===== src/rtl/spi_arb_4post.sv =====
// spi_arb_4post: two-requester round-robin arbiter in front of an SPI master.
// Ports: CLK/RST; Req0/1+Tx0/1 in; Done0/1, Err, Grant, Rx_out, Active out;
//        Go/Tx_word to master; Rx_word/Busy from master.
module spi_arb_4post #(
  parameter int unsigned TMO_CYC = 16,
  parameter int unsigned GAP_CYC = 2
) (
  input  logic        CLK,
  input  logic        RST,
  input  logic        Req0,
  input  logic        Req1,
  input  logic [15:0] Tx0,
  input  logic [15:0] Tx1,
  output logic        Done0,
  output logic        Done1,
  output logic        Err,
  output logic        Grant,
  output logic [15:0] Rx_out,
  output logic        Active,
  output logic        Go,
  output logic [15:0] Tx_word,
  input  logic [15:0] Rx_word,
  input  logic        Busy
);

  typedef enum logic [2:0] {
    S_IDLE,
    S_ISSUE,
    S_RUN,
    S_DONE,
    S_GAP,
    S_ABORT
  } state_t;

  localparam logic [7:0] TMO_LAST = 8'(TMO_CYC - 1);
  localparam logic [3:0] GAP_LAST = 4'(GAP_CYC - 1);

  state_t      state, state_n;
  logic [7:0]  tmo_cnt, tmo_n;
  logic [3:0]  gap_cnt, gap_n;
  logic        ptr, ptr_n;
  logic        grant_n;
  logic        win;
  logic [15:0] tx_n, rx_n;
  logic        done0_n, done1_n, err_n;
  logic        go_n, active_n;

  always_ff @(posedge CLK or posedge RST) begin
    if (RST) begin
      state   <= S_IDLE;
      tmo_cnt <= '0;
      gap_cnt <= '0;
      ptr     <= 1'b1;
      Grant   <= 1'b0;
      Tx_word <= '0;
      Rx_out  <= '0;
      Done0   <= 1'b0;
      Done1   <= 1'b0;
      Err     <= 1'b0;
      Go      <= 1'b0;
      Active  <= 1'b0;
    end else begin
      state   <= state_n;
      tmo_cnt <= tmo_n;
      gap_cnt <= gap_n;
      ptr     <= ptr_n;
      Grant   <= grant_n;
      Tx_word <= tx_n;
      Rx_out  <= rx_n;
      Done0   <= done0_n;
      Done1   <= done1_n;
      Err     <= err_n;
      Go      <= go_n;
      Active  <= active_n;
    end
  end

  always_comb begin
    state_n = state;
    tmo_n   = tmo_cnt;
    gap_n   = gap_cnt;
    ptr_n   = ptr;
    grant_n = Grant;
    tx_n    = Tx_word;
    rx_n    = Rx_out;
    done0_n = 1'b0;
    done1_n = 1'b0;
    err_n   = 1'b0;
    win     = 1'b0;

    unique case (state)
      S_IDLE: begin
        if (!Busy && (Req0 || Req1)) begin
          // On a tie the requester not served last wins.
          if (Req0 && Req1) win = ~ptr;
          else              win = Req1;
          grant_n = win;
          tx_n    = win ? Tx1 : Tx0;
          tmo_n   = '0;
          state_n = S_ISSUE;
        end
      end
      S_ISSUE: begin
        if (Busy) begin
          state_n = S_RUN;
        end else if (tmo_cnt == TMO_LAST) begin
          err_n   = 1'b1;
          state_n = S_ABORT;
        end else begin
          tmo_n = tmo_cnt + 8'd1;
        end
      end
      S_RUN: begin
        // Capture the receive word as Busy falls so Rx_out
        // is valid in the same cycle as the Done pulse.
        if (!Busy) begin
          rx_n    = Rx_word;
          done0_n = ~Grant;
          done1_n = Grant;
          state_n = S_DONE;
        end
      end
      S_DONE, S_ABORT: begin
        ptr_n   = Grant;
        gap_n   = '0;
        state_n = S_GAP;
      end
      S_GAP: begin
        if (gap_cnt == GAP_LAST) state_n = S_IDLE;
        else                     gap_n = gap_cnt + 4'd1;
      end
      default: state_n = S_IDLE;
    endcase

    go_n     = (state_n == S_ISSUE);
    active_n = (state_n != S_IDLE);
  end

endmodule


===== config.mk =====
export PLATFORM = sky130hd
export DESIGN_NAME = spi_arb_4post
export DESIGN_NICKNAME = d
export VERILOG_FILES = /design/src/rtl/spi_arb_4post.sv
export SDC_FILE = /design/constraint.sdc
export NUM_CORES = 1
export LEC_CHECK = 0
export ABC_AREA = 1
export ABC_CLOCK_PERIOD_IN_PS = 1400
export BUFFER_PORTS_ARGS = -buffer_cell sky130_fd_sc_hd__buf_2
export CORE_ASPECT_RATIO = 1.75
export CORE_UTILIZATION = 25
export DETAILED_ROUTE_END_ITERATION = 12
export PLACE_DENSITY_LB_ADDON = 0.1
export SYNTH_ARGS = -nofsm -noshare
export SYNTH_HDL_FRONTEND = slang
export SYNTH_SLANG_ARGS = --single-unit

===== constraint.sdc =====
create_clock -name CLK -period 1.4 [get_ports CLK]
set_input_delay 0.21 -clock CLK [delete_from_list [all_inputs] [get_ports CLK]]
set_output_delay 0.21 -clock CLK [all_outputs]
set_load 0.02 [all_outputs]

==> results by group <==
Setup path
  – Crit Path Class: flop to flop
  – CP max stage delay: between 400 and 500 ps
  – CP max stage cell: dfrtp_1
  – Crit start category: flop
  – CP cell instances: nor3_4 > nor2_8 > buf_4 > buf_6 > nand3_1 > nand2_1
  – CP arrival: 1520 ps
  – Crit path capture type: flop
  – Worst path required time: 1590 ps
  – Critical path peak fanout: 14
  – R2R depth: 6
  – R2r setup slk: about 68 ps
  – Reg2Reg Capture Point: Tx_word[2]
  – Worst r2r src: state[0]

Route
  – DR vias: roughly 2500
  – Post-Route WL: 7.28 mm
  – Routed Antenna Nets: 0
  – Drc violations: 0
  – Detailed Routing Iterations Pass 1: 4
  – DRT iter0 DRCs: 74
  – Post-DR vias/cell: about 4.3
  – WL/cell: 12.8 um

Global routing
  – GRT Overall Usage: 0.129
  – First-pass GRT wire length: between 10 and 15 mm
  – GR Overflow Total: 0
  – Largest net degree at the start of global routing: 35
  – Initial antenna violation count: 0
  – Vias in the first global route: 2254

Synthesis
  – Post-Synth Simple-Gate Area: 0.330
  – Syn_area_per_cell: ~8 um2
  – Compound-Gate Fraction of Synth Area: 0.0683
  – Post-Synth Adder-Cell Area: 0.0141
  – Cell Area, Synth: 2660 um2
  – Distinct cells, synth: 25
  – Mux contribution to synthesized area: 0
  – Yosys Warn Count: 0
  – Register area share after synthesis: 0.509
  – Cell count after synthesis: ~330
  – Syn_nets: between 300 and 400
  – Xor/xnor cell area share of the yosys netlist: 0.00330
  – Synthesized flop and latch total: 54
  – Largest family of logic cells by synthesized area: simple AND/OR/NAND/NOR gates

Placement
  – Placed cell count: ~550
  – DP HPWL: 5.16 mm
  – Setup WS pre-CTS: ~25 ps
  – Routability cong.: 0.746
  – Buffers on Ports: 90

Finish
  – N_diodes: 0
  – Commonest cells after routing, fill and taps aside: 112 x nand2_1, 90 x buf_2, 52 x dfrtp_1, 47 x nand3_1, 28 x inv_1
  – Cell Count, Final, Fillers Out: 571
  – Leading cell type in the layout, fill and taps excluded: nand2_1
  – Share of cells above drive strength 1: 0.356
  – Synth-to-Final Area Change: 39.0%
  – Number of nets in the layout: about 500
  – Fill count: between 1000 and 1500

Floorplan
  – Initial Utilization: 0.258
  – Die Wd: around 80 um
  – Rows: slightly below 50
  – Die ar.: 11100 um2
  – Core area: slightly above 10000 um2
  – Die height: around 140 um
  – # IOs: 91

Power
  – LEAKAGE: between 0.002 and 0.0025 uW
  – VDD IR max: around 0.00076 V
  – Power per cell area: around 1900 nW/um2

Worst hold path
  – Hold-critical path endpoint: Err
  – Worst Hold Depth: 2
  – Worst hold path type: primary input to flop
  – Hold path startpoint: Busy

Timing
  – Tmin final: approximately 1300 ps
  – Finish-stage setup viols: 0
  – Slew HR: 0.690
  – Final Hold Fails: 0
  – Final worst setup slack: 67.9 ps
  – Post-route setup TNS: 0 ps
  – Crit share post-route: 0.952
  – RSZ-0062 raised after global routing: true
  – Max Fclk: between 700 and 800 MHz
  – Tightest Pin Transition: around 460 ps
  – Setup Skew: between 8 and 9 ps
  – Final max-slew violation count: 0

Clock network
  – Clock-pin slew on the worst setup and hold paths: 70 ps
  – Max Root-Sink Buffers: 2
  – Root Buffer: clkbuf_16
  – CTS sink count: 54
  – CTS tree: built
  – Clock latency on the worst-skew pair: ~290 ps
  – CTS buffer count: 5
  – Htree depth: 2

Flow run
  – Max Cap Viol: 0

Status
  – Run status: finished, final reports clean
-- metal layers --
layer  vias up  routed length [um]  GRT usage  part of all wire
li1       1269                   -          -                 -
met1      1126                2920      0.143              0.40
met2        63                3860      0.232              0.53
met3         8                 349     0.0277             0.048
met4         0                 148     0.0517             0.020
met5         -                   0          0                 0
-- where the power goes --
part | leakage [uW] | internal [uW] | switching, uW
registers | 0.000694 | 2120 | 304
logic | 0.00124 | 1080 | 1900
clock network | 0.0000842 | 848 | 584
-- kinds of logic (layout without fill, tap and decap cells) --
logic type	count (synthesis)	count (layout)
AND/OR/NAND/NOR	194	197
flip-flops	54	54
buffers and inverters	43	157
AO/OA/AOI/OAI	32	32
adder cells (fa/ha/maj)	3	3
XOR/XNOR	1	1
-- flip-flops by register name, summed over array words and instances, names as in the netlist --
signal / flops
Rx_out: 16
Tx_word: 16
tmo_cnt: 8
gap_cnt: 4
state: 3
Active: 1
Done0: 1
Done1: 1
Err: 1
Go: 1
Grant: 1
ptr: 1
-- critical path: cells and delay by family (launching register included) --
kind,cells,cell delay [ps]
DFF,1,430
buffers and inverters,2,280
and+or+nand+nor,4,510
-- per-stage QoR --
step / area, um2 / total power [uW] / utilization / hold slack [ps]
finish: 3690 / 6840 / 0.358 / 102
global route: 3690 / 7330 / 0.358 / 114
CTS: 3550 / 6710 / 0.344 / 95.8
detailed placement: 3370 / 5230 / 0.327 / 255
global placement: 3370 / 5200 / 0.327 / 255
floorplan: 2660 / 4190 / - / 277
-- how the worst max path moves through the flow --
stage | from | end | cells after the start
2_1_floorplan | tmo_cnt[0] | tmo_cnt[3] | 8
6_report | state[0] | Tx_word[2] | 6
3_5_place_dp | state[1] | tmo_cnt[5] | 6
4_1_cts | state[1] | tmo_cnt[5] | 6
5_1_grt | state[2] | gap_cnt[1] | 7
3_3_place_gp | tmo_cnt[0] | tmo_cnt[7] | 6
-- synthesized netlist by cell type, drive strengths merged --
library cell,instances,area (um2)
nand4,3,18.8
buf,11,72.6
nor3,2,21.3
clkinv,1,8.76
nand3,47,235
nand2,123,502
dfstp,1,26.3
xor2,1,8.76
dfrtp,53,1330
o21bai,1,7.51
ha,3,37.5
clkbuf,1,3.75
o21ai,31,174
nor2,17,87.6
or2,2,12.5
inv,30,113
-- repair_timing --
item / in CTS / in global routing
endpoints found under the setup margin: 0 / 45
buffers inserted: 0 / 7
endpoints found under the hold margin: 16 / 0
gates resized for setup: 0 / 14
hold buffers: 1 / 0
-- final cells by class --
| cell class | count | area (um2) | area share |
|---|---|---|---|
| sequential | 54 | 1350 | 0.367 |
| tap | 127 | 159 | 0.0431 |
| clock buffer | 5 | 125 | 0.0339 |
| timing repair buffer | 118 | 696 | 0.188 |
| multi-input combinational | 233 | 1190 | 0.322 |
| inverter | 31 | 125 | 0.0339 |
| clock inverter | 3 | 43.8 | 0.0119 |
No activity file was read; power rests on OpenSTA's default activity.
